**config.mk**
```make
export PLATFORM = sky130hd
export DESIGN_NAME = multicycle_ctrl
export DESIGN_NICKNAME = d
export VERILOG_FILES = /design/src/rtl/multicycle_ctrl_pkg.sv /design/src/rtl/multicycle_ctrl_alu_decoder.sv /design/src/rtl/multicycle_ctrl.sv
export SDC_FILE = /design/constraint.sdc
export NUM_CORES = 1
export LEC_CHECK = 0
export CORE_MARGIN = 2
export CORE_UTILIZATION = 43
export DETAILED_ROUTE_END_ITERATION = 6
export GPL_ROUTABILITY_DRIVEN = 0
export MAX_ROUTING_LAYER = met4
export PLACE_DENSITY_LB_ADDON = 0.2
export SYNTH_ARGS = -nofsm -noshare
export SYNTH_HDL_FRONTEND = slang
export SYNTH_SLANG_ARGS = --single-unit
```
**constraint.sdc**
```tcl
create_clock -name clk -period 1.8 [get_ports clk]
set_input_delay 0.18 -clock clk [delete_from_list [all_inputs] [get_ports clk]]
set_output_delay 0.18 -clock clk [all_outputs]
set_load 0.005 [all_outputs]
```
**src/rtl/multicycle_ctrl_pkg.sv**
```systemverilog
// Shared encodings for the multi-cycle RV32I control unit.
// Opcodes, datapath mux selects, ALU codes and FSM states.
package multicycle_ctrl_pkg;

  localparam logic [6:0] OP_LOAD   = 7'b0000011;
  localparam logic [6:0] OP_STORE  = 7'b0100011;
  localparam logic [6:0] OP_R      = 7'b0110011;
  localparam logic [6:0] OP_I      = 7'b0010011;
  localparam logic [6:0] OP_JAL    = 7'b1101111;
  localparam logic [6:0] OP_JALR   = 7'b1100111;
  localparam logic [6:0] OP_BRANCH = 7'b1100011;
  localparam logic [6:0] OP_LUI    = 7'b0110111;

  localparam logic [2:0] ALU_ADD  = 3'b000;
  localparam logic [2:0] ALU_SUB  = 3'b001;
  localparam logic [2:0] ALU_AND  = 3'b010;
  localparam logic [2:0] ALU_OR   = 3'b011;
  localparam logic [2:0] ALU_XOR  = 3'b100;
  localparam logic [2:0] ALU_SLT  = 3'b101;
  localparam logic [2:0] ALU_SLTU = 3'b110;

  localparam logic [2:0] IMM_I = 3'b000;
  localparam logic [2:0] IMM_S = 3'b001;
  localparam logic [2:0] IMM_B = 3'b010;
  localparam logic [2:0] IMM_U = 3'b100;

  localparam logic [1:0] RES_ALUOUT = 2'b00;
  localparam logic [1:0] RES_DATA   = 2'b01;
  localparam logic [1:0] RES_ALURES = 2'b10;

  localparam logic [1:0] SRCA_PC    = 2'b00;
  localparam logic [1:0] SRCA_OLDPC = 2'b01;
  localparam logic [1:0] SRCA_RS1   = 2'b10;

  localparam logic [1:0] SRCB_RS2  = 2'b00;
  localparam logic [1:0] SRCB_IMM  = 2'b01;
  localparam logic [1:0] SRCB_FOUR = 2'b10;

  localparam logic [3:0] S_FETCH  = 4'd0;
  localparam logic [3:0] S_DECODE = 4'd1;
  localparam logic [3:0] S_MEMADR = 4'd2;
  localparam logic [3:0] S_MEMRD  = 4'd3;
  localparam logic [3:0] S_MEMWB  = 4'd4;
  localparam logic [3:0] S_MEMWR  = 4'd5;
  localparam logic [3:0] S_EXEC_R = 4'd6;
  localparam logic [3:0] S_EXEC_I = 4'd7;
  localparam logic [3:0] S_ALUWB  = 4'd8;
  localparam logic [3:0] S_JAL    = 4'd9;
  localparam logic [3:0] S_JALR   = 4'd10;
  localparam logic [3:0] S_BRANCH = 4'd11;
  localparam logic [3:0] S_LUI    = 4'd12;
  localparam logic [3:0] S_TRAP   = 4'd13;

  typedef enum logic [1:0] {
    ALU_OP_ADD,
    ALU_OP_SUB,
    ALU_OP_FUNCT
  } alu_op_e;

  function automatic logic is_shift(input logic [2:0] f3);
    return f3[1:0] == 2'b01;
  endfunction

endpackage

```
**src/rtl/multicycle_ctrl_alu_decoder.sv**
```systemverilog
// ALU control decode from funct fields and state class.
// Shift encodings are unsupported and reported via bad_funct.
module mc_alu_decoder
  import multicycle_ctrl_pkg::*;
(
  input  alu_op_e    alu_op,
  input  logic [2:0] funct3,
  input  logic       funct7_5,
  input  logic       op5,
  output logic [2:0] alu_ctrl,
  output logic       bad_funct
);

  assign bad_funct = is_shift(funct3);

  always_comb begin
    alu_ctrl = ALU_ADD;
    unique case (alu_op)
      ALU_OP_SUB: alu_ctrl = ALU_SUB;
      ALU_OP_FUNCT: begin
        unique case (funct3)
          3'b000:  alu_ctrl = (op5 && funct7_5) ? ALU_SUB : ALU_ADD;
          3'b010:  alu_ctrl = ALU_SLT;
          3'b011:  alu_ctrl = ALU_SLTU;
          3'b100:  alu_ctrl = ALU_XOR;
          3'b110:  alu_ctrl = ALU_OR;
          3'b111:  alu_ctrl = ALU_AND;
          default: alu_ctrl = ALU_ADD;
        endcase
      end
      default: alu_ctrl = ALU_ADD;
    endcase
  end

endmodule

```
**src/rtl/multicycle_ctrl.sv**
```systemverilog
// Multi-cycle RV32I control FSM with memory wait-state handshake,
// bus timeout and sticky bus/illegal-instruction flags.
module multicycle_ctrl
  import multicycle_ctrl_pkg::*;
#(
  parameter int ALUCTRL_W     = 3,
  parameter bit MEM_HANDSHAKE = 1'b1,
  parameter int MEM_TIMEOUT   = 15
) (
  input  logic                 clk,
  input  logic                 rst_n,
  input  logic [6:0]           opcode,
  input  logic [2:0]           funct3,
  input  logic                 funct7_5,
  input  logic                 Zero,
  input  logic                 Lt,
  input  logic                 Ltu,
  input  logic                 mem_ready,
  output logic                 PCWrite,
  output logic                 AdrSrc,
  output logic                 MemWrite,
  output logic                 IRWrite,
  output logic [1:0]           ResultSrc,
  output logic [1:0]           ALUSrcA,
  output logic [1:0]           ALUSrcB,
  output logic [2:0]           ImmSrc,
  output logic [ALUCTRL_W-1:0] ALUCtrl,
  output logic                 RegWrite,
  output logic                 bus_err,
  output logic                 illegal
);

  localparam int CW = $clog2(MEM_TIMEOUT + 1);
  localparam logic [CW-1:0] CNT_LAST = CW'(MEM_TIMEOUT - 1);

  logic [3:0]    state, state_nx;
  logic [CW-1:0] wait_cnt;
  logic          bus_err_q, illegal_q, set_ill;
  logic          mem_st, ready, timeout;
  logic          take, br_bad, bad_funct;
  alu_op_e       alu_op;
  logic [2:0]    alu3;

  assign mem_st  = (state == S_FETCH) || (state == S_MEMRD) ||
                   (state == S_MEMWR);
  assign ready   = !MEM_HANDSHAKE || mem_ready;
  assign timeout = mem_st && !ready && (wait_cnt == CNT_LAST);
  assign br_bad  = funct3[2:1] == 2'b01;

  always_comb begin
    take = 1'b0;
    unique case (funct3)
      3'b000:  take = Zero;
      3'b001:  take = !Zero;
      3'b100:  take = Lt;
      3'b101:  take = !Lt;
      3'b110:  take = Ltu;
      3'b111:  take = !Ltu;
      default: take = 1'b0;
    endcase
  end

  mc_alu_decoder u_alu_dec (
    .alu_op   (alu_op),
    .funct3   (funct3),
    .funct7_5 (funct7_5),
    .op5      (opcode[5]),
    .alu_ctrl (alu3),
    .bad_funct(bad_funct)
  );

  always_comb begin
    state_nx = state;
    set_ill  = 1'b0;
    unique case (state)
      S_FETCH: begin
        if (timeout)    state_nx = S_TRAP;
        else if (ready) state_nx = S_DECODE;
      end
      S_DECODE: begin
        unique case (opcode)
          OP_LOAD, OP_STORE: state_nx = S_MEMADR;
          OP_R: begin
            state_nx = bad_funct ? S_TRAP : S_EXEC_R;
            set_ill  = bad_funct;
          end
          OP_I: begin
            state_nx = bad_funct ? S_TRAP : S_EXEC_I;
            set_ill  = bad_funct;
          end
          OP_JAL:    state_nx = S_JAL;
          OP_JALR:   state_nx = S_JALR;
          OP_BRANCH: state_nx = S_BRANCH;
          OP_LUI:    state_nx = S_LUI;
          default: begin
            state_nx = S_TRAP;
            set_ill  = 1'b1;
          end
        endcase
      end
      S_MEMADR: state_nx = (opcode == OP_STORE) ? S_MEMWR : S_MEMRD;
      S_MEMRD: begin
        if (timeout)    state_nx = S_TRAP;
        else if (ready) state_nx = S_MEMWB;
      end
      S_MEMWR: begin
        if (timeout)    state_nx = S_TRAP;
        else if (ready) state_nx = S_FETCH;
      end
      S_MEMWB, S_ALUWB: state_nx = S_FETCH;
      S_EXEC_R, S_EXEC_I, S_JAL, S_JALR, S_LUI: state_nx = S_ALUWB;
      S_BRANCH: begin
        state_nx = br_bad ? S_TRAP : S_FETCH;
        set_ill  = br_bad;
      end
      default: state_nx = S_TRAP;
    endcase
  end

  always_ff @(posedge clk or negedge rst_n) begin
    if (!rst_n) begin
      state     <= S_FETCH;
      wait_cnt  <= '0;
      bus_err_q <= 1'b0;
      illegal_q <= 1'b0;
    end else begin
      state     <= state_nx;
      bus_err_q <= bus_err_q | timeout;
      illegal_q <= illegal_q | set_ill;
      if (state_nx != state || !mem_st) wait_cnt <= '0;
      else                              wait_cnt <= wait_cnt + 1'b1;
    end
  end

  // Everything is held low while rst_n is low, even though FETCH is not.
  always_comb begin
    PCWrite   = 1'b0;
    AdrSrc    = 1'b0;
    MemWrite  = 1'b0;
    IRWrite   = 1'b0;
    ResultSrc = RES_ALUOUT;
    ALUSrcA   = SRCA_PC;
    ALUSrcB   = SRCB_RS2;
    ImmSrc    = IMM_I;
    RegWrite  = 1'b0;
    alu_op    = ALU_OP_ADD;
    if (rst_n) begin
      unique case (state)
        S_FETCH: begin
          ALUSrcB   = SRCB_FOUR;
          ResultSrc = RES_ALURES;
          PCWrite   = ready;
          IRWrite   = ready;
        end
        S_DECODE: begin
          ALUSrcA = SRCA_OLDPC;
          ALUSrcB = SRCB_IMM;
          ImmSrc  = IMM_B;
        end
        S_MEMADR: begin
          ALUSrcA = SRCA_RS1;
          ALUSrcB = SRCB_IMM;
          ImmSrc  = (opcode == OP_STORE) ? IMM_S : IMM_I;
        end
        S_MEMRD: AdrSrc = 1'b1;
        S_MEMWR: begin
          AdrSrc   = 1'b1;
          MemWrite = 1'b1;
        end
        S_MEMWB: begin
          ResultSrc = RES_DATA;
          RegWrite  = 1'b1;
        end
        S_EXEC_R: begin
          ALUSrcA = SRCA_RS1;
          alu_op  = ALU_OP_FUNCT;
        end
        S_EXEC_I: begin
          ALUSrcA = SRCA_RS1;
          ALUSrcB = SRCB_IMM;
          alu_op  = ALU_OP_FUNCT;
        end
        S_ALUWB: RegWrite = 1'b1;
        S_JAL: begin
          ALUSrcA = SRCA_OLDPC;
          ALUSrcB = SRCB_FOUR;
          PCWrite = 1'b1;
        end
        S_JALR: begin
          ALUSrcA   = SRCA_RS1;
          ALUSrcB   = SRCB_IMM;
          ImmSrc    = IMM_I;
          ResultSrc = RES_ALURES;
          PCWrite   = 1'b1;
        end
        S_LUI: begin
          ALUSrcA = SRCA_RS1;
          ALUSrcB = SRCB_IMM;
          ImmSrc  = IMM_U;
        end
        S_BRANCH: begin
          ALUSrcA = SRCA_RS1;
          alu_op  = ALU_OP_SUB;
          PCWrite = take && !br_bad;
        end
        default: ;
      endcase
    end
  end

  always_comb begin
    ALUCtrl      = '0;
    ALUCtrl[2:0] = alu3;
  end

  assign bus_err = bus_err_q;
  assign illegal = illegal_q;

endmodule

```
Word level (Yosys, flattened, before mapping)
Index checks and enable logic that the tools add are counted.
Widths: inputs -> output; s select.
- bits of input ports: 17
- bits in registers: 10
- logic and storage cells: 108
- output and inout port bits: 19
- reduce and logical (&&, ||, !) cells: 28
- $add $sub $neg: 1
- bitwise gates (word level): 2
- muxes and demuxes: 40
- equal/unequal tests: 33
- operators with widths (operator ; number):
    $mux 4 ; 10
    $pmux 4 s8 ; 1
    $pmux 4 s7 ; 1
    $eq 4x4->1 const B ; 6
    $eq 7x6->1 const B ; 3
    $eq 7x7->1 const B ; 3
    $pmux 3 s6 ; 1
    $reduce_or 2->1 ; 9
    $eq 4x3->1 const B ; 4
    $pmux 2 s2 ; 4
    $eq 3x3->1 const B ; 4
    $reduce_or 6->1 ; 2
    $mux 1 ; 11
    $reduce_or 5->1 ; 2
    $pmux 3 s3 ; 1
    $eq 4x2->1 const B ; 2
    $mux 2 ; 4
    $eq 7x2->1 const B ; 1
    $eq 7x5->1 const B ; 1
    $eq 2x1->1 const B ; 3
    $eq 3x2->1 const B ; 2
    $logic_not 1->1 ; 6
    $mux 3 ; 2
    $pmux 1 s6 ; 1
    13 further kinds ; 20

Longest topological paths before layout
- depth in word-level cells: 10
- mapped depth: 7
- gate-level depth less buffers: 7

Modules after synthesis
A second synthesis with hierarchy kept.
- cells, all modules: 154
- area, all modules: 1208.7 µm²
- modules (own cells, without submodules) (module ; area an instance (µm²) ; sequential area each (µm²) ; cells each ; instances):
    multicycle_ctrl ; 1096.1 ; 250.2 ; 139 ; 1
    mc_alu_decoder ; 112.6 ; 0.0 ; 15 ; 1

Least setup slack after synthesis
No wires, ideal clock.
- path kind: register -> output
- start: register state[3]
- end: output port ALUCtrl[1]
- stages on the path, launching flop included: 6
- path slack: -0.135 ns
- path buffers: 1
- required time: 1.620 ns
- data arrival time: 1.755 ns
- cells stage by stage: dfrtp_1 > buf_2 > inv_1 > or3_1 > ha_1 > nor4b_1
- longest elaborated chain between the ends: 6
- elaborated cells between the ends (all ways): 9
- classes of those cells: 5 x eq/ne; 3 x mux; 1 x reduce/logical
- RTL lines (element ; line ; RTL):
    start: declaration ; multicycle_ctrl.sv:36 ; logic [3:0] state, state_nx;
    start signal: assignment ; multicycle_ctrl.sv:127 ; state <= state_nx;
    $eq 4x3->1 ; multicycle_ctrl.sv:148 ; unique case (state)
    $reduce_or 2->1 (no line) ; n/a ;
    $pmux 2 s2 (*) ; multicycle_ctrl.sv:148 ;
    $mux 2 (*) ; multicycle_ctrl.sv:147 ; if (rst_n) begin
    $eq 2x2->1 / $eq 2x1->1 (equally long branches) ; multicycle_ctrl_alu_decoder.sv:18 ; unique case (alu_op)
    $pmux 3 s2 (*) ; multicycle_ctrl_alu_decoder.sv:18 ;
    end: declaration ; multicycle_ctrl.sv:27 ; output logic [ALUCTRL_W-1:0] ALUCtrl,
Mark *: on every way between the ends. The rest lies on a longest branch, timed or not.

Final worst setup path
- start: register state[2]
- end: output port ALUCtrl[1]
Same word-level chain as after synthesis.

==> flow_summary.yaml <==
cells_and_area:
  nNetsFinal: 275
  drive_above_1_share: 0.427
  post-route-cell-area_sq_mm: 0.00225
  syn2layout_area_growth_pct: 81.7
  n_antenna_cell: 0
synth:
  synth.ff_latch_count: 10
  yosys.area.top_type: "dfrtp_1"
  synth_common_cells: "nor2_1, nand2_1, dfrtp_1, a21oi_1, inv_1"
  yosysTopAreaCellShare: 0.202
  synth_enable_flop_cells: 0
  syn-mean-instance-area_sq_um: 7.27
  syn-num-nets: 191
  synthArstFlopShare: 1.00
  yosysWarnings: 0
  yosysMostFrequentCell: "nor2_1"
  synthTopCellsByArea: "dfrtp_1, nor2_1, nand2_1"
  syn_inst: 170
  ys.flop_type: "dfrtp_1"
  ys_seq_area_frac: 0.202
  netlist_area_sq_mm: 0.00124
  synth_cell_types: 51
power_and_ir_drop:
  p_sw_w: 0.00113
  power.leakage_nw: 1.03
  power_frac_seq: 0.129
  p_sw_frac: 0.447
  power_frac_comb: 0.782
  peakVddDrop_mv: 0.956
  clock_power_share: 0.089
  power.density_mw_per_mm2: 1130
  p_total_w: 0.00253
  internal-power_w: 0.00140
worst_setup_path:
  rr_worst_depth: 8
  required_ps: 1620
  start_kind: "register"
  worst_setup_path_end_kind: "output pin"
  arrival_ps: 1890
  path_class: "register to output pin"
  path_max_fanout: 3
  startpoint: "state[2]"
  r2r_start: "state[1]"
  r2r_end: "wait_cnt[1]"
  crit_path_end: "ALUCtrl[1]"
  reg2reg_slack_ps: -210
routing:
  num_vias: 1762
  avgRoutedWirePerCell_microns: 19.4
  antenna_left: 0
  drc: 0
  dr.pass1.iters: 4
  drt_iter0_markers: 133
  routed_wirelength_microns: 5510
  vias_per_cell: 6.20
global_route:
  gr-usage-met1: 0.346
  track_usage: 0.287
  antenna_found_initial: 0
  grt_pass1_wl_microns: 7290
  gr-usage-met2: 0.529
  grt_pass1_vias: 1588
  gr-total-overflow: 0
  grt.met3_usage: 0.0223
  grt-busiest-layer: "met2"
  grt_max_degree: 23
status:
  status: "complete, but fails checks"
  violations: "setup timing"
die:
  start_util: 0.452
  num_rows: 19
  die-area_sq_mm: 0.00332
  core_sq_mm: 0.00273
  dieHeight_microns: 57.6
  io_pins: 36
  die_width_microns: 57.6
placed_design:
  dpl_cell_area_sq_mm: 0.00188
  place_hpwl_microns: 3050
  io_buffers: 35
  place_ws_ps: -564
timing:
  setup_violations: 10
  finalCritPeriodShare: 1.15
  slew_viol_final: 0
  relSlewSlack: 0.722
  max_freq_ghz: 0.484
  rsz0062_at_grt: "yes"
  period_minus_slack_ps: 2070
  fin_ws_ps: -266
  fin_skew_ps: 10.7
  worst_slew_pin_slew_ps: 411
  hold_violations: 0
clocking:
  cts.sink_count: 10
  insertion_delay_ps: 280
  clkTransAtPathRegs_ps: 90
  cts_tree: "done"
  cts-root-buf: "clkbuf_4"
  clock_path_buffers: 2
  cts_buffers: 3
  htreeDepth: 1
  ctsHoldBuffers: 0
min_path:
  hold_path.class: "input port to async pin"
run:
  cap_violations: 0
==> power groups by stage <==
stage               sequential [W]  combinational [W]  clock [W]
finish                    0.000325            0.00198   0.000226
global route              0.000328            0.00209   0.000233
CTS                       0.000311            0.00163   0.000217
global placement          0.000308            0.00126          0
floorplan                 0.000315           0.000774          0
detailed placement        0.000310            0.00130          0
==> per-stage QoR <==
stage	setup TNS (ps)	util	instances	hold WS, ps
after detailed placement	-5480	0.689	264	457
after global routing	-1970	0.822	284	102
after global placement	-4830	0.689	264	449
after floorplan	0	-	170	-116
after CTS	-905	0.776	281	80.8
final	-1620	0.822	284	76.3
==> metal layers <==
layer	wire length (microns)	share of wire	up-vias
met3	364	0.066	24
met5	0	0	-
met1	2150	0.39	856
li1	-	-	785
met2	2850	0.52	97
met4	148	0.027	0
==> worst min path at each step <==
stage                     endpoint  slack (ps)
after detailed placement   bus_err         460
after CTS                  bus_err          80
final                     state[2]          80
after global routing      state[2]         100
after floorplan            bus_err        -120
after global placement     bus_err         450
==> cell usage in the layout (no fill, tap or decap), types with 3 or more instances in the layout <==
cell type         n
a211oi_1          4
a21oi_1           8
buf_2             5
buf_4            38
buf_6            12
clkbuf_2          4
clkbuf_4          3
clkdlybuf4s50_1  15
dfrtp_1           8
dlygate4sd2_1     8
inv_1             6
nand2_1          13
nand2_2           3
nand2b_1          5
nand3_1           4
nand3b_1          4
nand4_1           3
nor2_1           17
nor2_2            4
nor2b_1           4
nor3_1            4
nor4_1            3
nor4_2            3
o21ai_0           6
xnor2_1           3
xor2_1            4
==> cell type report <==
class	count	area (sq um)
Clock buffer	4	36.3
Sequential cell	10	253
Inverter	8	30.0
Tap cell	31	38.8
Timing Repair Buffer	89	803
Fill cell	153	488
Multi-Input combinational cell	142	1080
==> worst max-delay path, stage by stage, from the launching register on <==
cell and delay, ps:
dfrtp_1 410, nand2b_1 180, or3_4 360, ha_4 240, nor4b_2 250, buf_2 160
==> logic make-up after synthesis <==
| group | share of synthesized area |
|---|---|
| compound gates | 0.229 |
| xor+xnor | 0.0638 |
| fa+ha+maj | 0.0405 |
| buf+inv | 0.0658 |
| flops | 0.202 |
| mux | 0.00810 |
| simple gates | 0.391 |
==> flip-flops by register name, summed over array words and instances (netlist names) <==
name,cells
illegal,1
state,4
bus_err,1
wait_cnt,4
==> what timing repair did <==
action	4_1_cts	5_1_grt
resized for setup	75	32
gates cloned	0	1
buffers inserted	13	3
hold endpoints to repair	0	0
endpoints found under the setup margin	21	16
pin swaps	16	9
Note: power is estimated with default switching activity, not from simulation.
==> variant 1 (same flow settings) <==
Register the output `bus_err` once more, cleared by the reset; this adds one clock of latency there. The other outputs are not delayed to match.
--- a/src/rtl/multicycle_ctrl.sv
+++ b/src/rtl/multicycle_ctrl.sv
@@ -215,3 +215,9 @@
 
-  assign bus_err = bus_err_q;
+  always_ff @(posedge clk or negedge rst_n) begin
+    if (!rst_n) begin
+      bus_err <= '0;
+    end else begin
+      bus_err <= bus_err_q;
+    end
+  end
   assign illegal = illegal_q;
Behaviour: no difference found for any inputs over 10 cycles, from zero or initial values and one cycle with rst_n low; that may be too few to reach the edited logic, so the function may still have changed.
==> variant 1 against the unedited design <==
The flow still finishes with violations (negative setup slack); sequential share of layout area increased by 0.18 points; core utilization increased by 5.6 points; critical path depth unchanged; power increased by 9.2%; setup slack improved by 0.0030 ns; fmax increased by 0.15%; sequential cell count increased by 1; wire length increased by 7.4%; clock power decreased by 23%; cell area increased by 8.6%; area after synthesis increased by 2.0%; critical path type unchanged; largest cell class unchanged.
==> variant 1: results (changes against the unedited design) <==
Lkg Pwr - 1.14 nW (was 1.03 nW)
Layout Skew - 0.00476 ns (was 0.0107 ns)
Failing checks - negative setup slack (unchanged)
Status - complete, but fails checks (unchanged)
Worst slew pin tran - 0.540 ns (was 0.411 ns)
Worst path slowest cell - dfrtp_2 (was dfrtp_1)
FF/Latch Area - 279 um^2 (was 253 um^2)
Worst path max stage delay - 0.45 ns (was 0.41 ns)
Final-stage net count - 292 (was 275)
IR drop worst, VDD - 0.00116 V (was 0.000956 V)
Share of the yosys chip area belonging to registers - 0.218 (was 0.202)
Diode count - 0 (unchanged)
Clk tree area frac - 0.0113 (was 0.0162)
# setup viols final - 9 (was 10)
DR pass1 iterations - 5 (was 4)
Layout cells sized above 1 - 0.519 (was 0.427)
Post-DP HPWL - 3070 um (was 3050 um)
Setup TNS - -1.52 ns (was -1.62 ns)
Post-synthesis async set-or-reset flop share - 1.00 (unchanged)
Clk sinks - 11 (was 10)
Area growth syn-to-layout - 93.5% (was 81.7%)
Post-CTS Setup Repair Bufs - 14 (was 13)
Clock buffer count - 3 (was 4)
Vias in the first global route - 1597 (was 1588)
Share of cell area taken by multi-input logic gates - 0.465 (was 0.483)
Non-clock buffers - 105 (was 89)
Worst R2R Start - state[3] (was state[1])
Routed WL - 5920 um (was 5510 um)
Overall Global Routing Usage - 0.297 (was 0.287)
Total of fill cells in the finished design - 141 (was 153)
First-pass GRT wire length - 7560 um (was 7290 um)
Seq/total area - 0.114 (was 0.113)
Min setup slack post-route - -0.263 ns (was -0.266 ns)
Syn nets - 192 (was 191)
Synth top area cells - dfrtp_1, nor2_1, nand2_1 (unchanged)
R2R cell count - 7 (was 8)
FF-to-FF End - wait_cnt[3] (was wait_cnt[1])
Non-clock buffering overhead - 0.382 (was 0.358)
Commonest cells post-synth - nor2_1, nand2_1, dfrtp_1 (unchanged)
Cell area after placement - 1910 um^2 (was 1880 um^2)
Net Switching - 1.23 mW (was 1.13 mW)
## variant 1: cell count changes after synthesis, sizes merged
cell and change:
dfrtp +1
## variant 1: metrics by stage
step / total power [mW] / cells / worst slack (ns) / utilization / hold slack, ns
6_report: 2.76 / 301 / -0.263 / 0.877 / 0.167
3_3_place_gp: 1.57 / 265 / -0.513 / 0.686 / 0.365
3_5_place_dp: 1.63 / 265 / -0.586 / 0.686 / 0.375
5_1_grt: 2.89 / 301 / -0.314 / 0.877 / 0.158
2_1_floorplan: 1.11 / 171 / 0.00146 / - / -0.116
4_1_cts: 2.10 / 283 / -0.222 / 0.762 / 0.141
## variant 1: worst reg2reg max path, stage by stage, from the launching register on
cell      delay, ns
dfrtp_2        0.45
buf_12         0.16
nor4b_4        0.29
buf_4          0.19
nand2_4        0.07
o22a_4         0.20
a211oi_4       0.37
nor4_2         0.10
## variant 1: routing by layer
layer  up-vias  global-route usage  share of wire
met5         -                   -              0
li1        816                   -              -
met4         0              0.0963          0.045
met1       890               0.364           0.39
met3        32              0.0513          0.076
met2       119               0.495           0.49
## variant 1: cell families (layout without fill, tap and decap cells)
family                   after synthesis  after routing  share of synthesized area
AO/OA/AOI/OAI                         41             41                      0.224
XOR/XNOR                               9              9                     0.0625
adder cells (fa/ha/maj)                4              4                     0.0397
multiplexers                           1              1                    0.00794
flip-flops                            11             11                      0.218
buffers and inverters                 18            117                     0.0645
AND/OR/NAND/NOR                       87             87                      0.383
## variant 1: power by group through the flow
stage          logic (mW)  clock network (mW)  registers, mW
2_1_floorplan       0.774                   0          0.338
3_3_place_gp         1.24                   0          0.330
3_5_place_dp         1.30                   0          0.333
4_1_cts              1.59               0.170          0.344
5_1_grt              2.33               0.189          0.371
6_report             2.22               0.173          0.367
==> variant 2 (same settings) <==
Without the edit above. Set the parameter `ALUCTRL_W` to 5 (it was 3).
--- a/src/rtl/multicycle_ctrl.sv
+++ b/src/rtl/multicycle_ctrl.sv
@@ -5,3 +5,3 @@
 #(
-  parameter int ALUCTRL_W     = 3,
+  parameter int ALUCTRL_W     = 5,
   parameter bit MEM_HANDSHAKE = 1'b1,
Ports: changed (resized ALUCtrl); port bits go from 36 to 38. No check against the original RTL was run, so the function may have changed too.
==> variant 2 against the unedited design <==
The run still ends with negative setup slack left; cell area grew 1.4%; wire length shrank 6.3%; setup slack gained 0.073 ns; sequential power grew 3%; area after synthesis grew 1.5%; die area grew 1.4%; clock power shrank 31%; critical path depth is the same; final cell count grew 4.9%; power shrank 2.5%; global-route usage shrank 0.76 points; sequential share of layout area shrank 0.15 points; sequential cell count is the same; non-clock buffer count grew 12; critical path type unchanged; largest cell class unchanged; highest routed layer unchanged.
==> variant 2: results (changes against the unedited design) <==
Min setup slack post-route - -0.193 ns (was -0.266 ns)
Final Hold Slack - 0.367 ns (was 0.0763 ns)
Clock Power Share - 0.064 (was 0.089)
Sw Ratio - 0.442 (was 0.447)
Met1 Use GR - 0.362 (was 0.346)
Vias in the first global route - 1555 (was 1588)
Clock transition at path regs - 0.07 ns (was 0.09 ns)
Worst R2R Start - state[2] (was state[1])
First-pass GRT wire length - 7150 um (was 7290 um)
# port buffers - 35 (unchanged)
Failing checks - negative setup slack (unchanged)
Worst path slowest cell - or3_4 (was dfrtp_1)
Share of the yosys chip area belonging to registers - 0.199 (was 0.202)
Routed WL - 5160 um (was 5510 um)
Post-CTS Setup Repair Bufs - 17 (was 13)
Total of fill cells in the finished design - 163 (was 153)
Status - complete, but fails checks (unchanged)
Post-synthesis cell type count - 52 (was 51)
Post-synthesis async set-or-reset flop share - 1.00 (unchanged)
Post-DP HPWL - 2890 um (was 3050 um)
Layout Skew - 0.00837 ns (was 0.0107 ns)
Setup TNS - -1.11 ns (was -1.62 ns)
Quantity of gates resized following cts - 63 (was 75)
Met3 routed WL - 358 um (was 364 um)
Cell area after placement - 1890 um^2 (was 1880 um^2)
Met2 WL - 2580 um (was 2850 um)
# setup viols final - 9 (was 10)
Antenna violations before repair - 1 (was 0)
WL met1 - 2000 um (was 2150 um)
Critical Path AT - 1.81 ns (was 1.89 ns)
Flop2flop setup slack - -0.14 ns (was -0.21 ns)
Layout cells sized above 1 - 0.429 (was 0.427)
DR vias - 1710 (was 1762)
Core Util, Final - 0.826 (was 0.822)
IR drop worst, VDD - 0.00115 V (was 0.000956 V)
GR met2 Demand/Resource - 0.450 (was 0.529)
Sequential logic power - 0.335 mW (was 0.325 mW)
Logic pwr share - 0.801 (was 0.782)
Detailed Route Iter0 Violations - 108 (was 133)
Lkg Pwr - 1.08 nW (was 1.03 nW)
Final-stage net count - 289 (was 275)
Syn avg cell area - 7.25 um^2 (was 7.27 um^2)
Non-filler cells, final - 298 (was 284)
Worst path max stage delay - 0.39 ns (was 0.41 ns)
==> variant 2: cell types whose count changed in the layout (fill, tap and decap cells not counted), sizes merged <==
cell,delta
buf,+12
clkdlybuf4s50,-2
conb,+2
clkbuf,-1
clkdlybuf4s15,+1
diode,+1
dlygate4sd2,+1
==> variant 2: logic make-up after synthesis <==
kind of cell	share of synthesized area
AND/OR/NAND/NOR	0.385
AO/OA/AOI/OAI	0.225
buffers and inverters	0.0768
flip-flops	0.199
XOR/XNOR	0.0628
adder cells (fa/ha/maj)	0.0399
other	0.00299
multiplexers	0.00798
==> variant 2: final cells by class <==
| class | count | share of cell area |
|---|---|---|
| multi-input cells | 144 | 0.477 |
| repair buffers | 101 | 0.370 |
| flip-flops and latches | 10 | 0.111 |
| well taps | 31 | 0.0170 |
| inverters | 8 | 0.0132 |
| clock buffers | 3 | 0.00989 |
| diodes | 1 | 0.00110 |
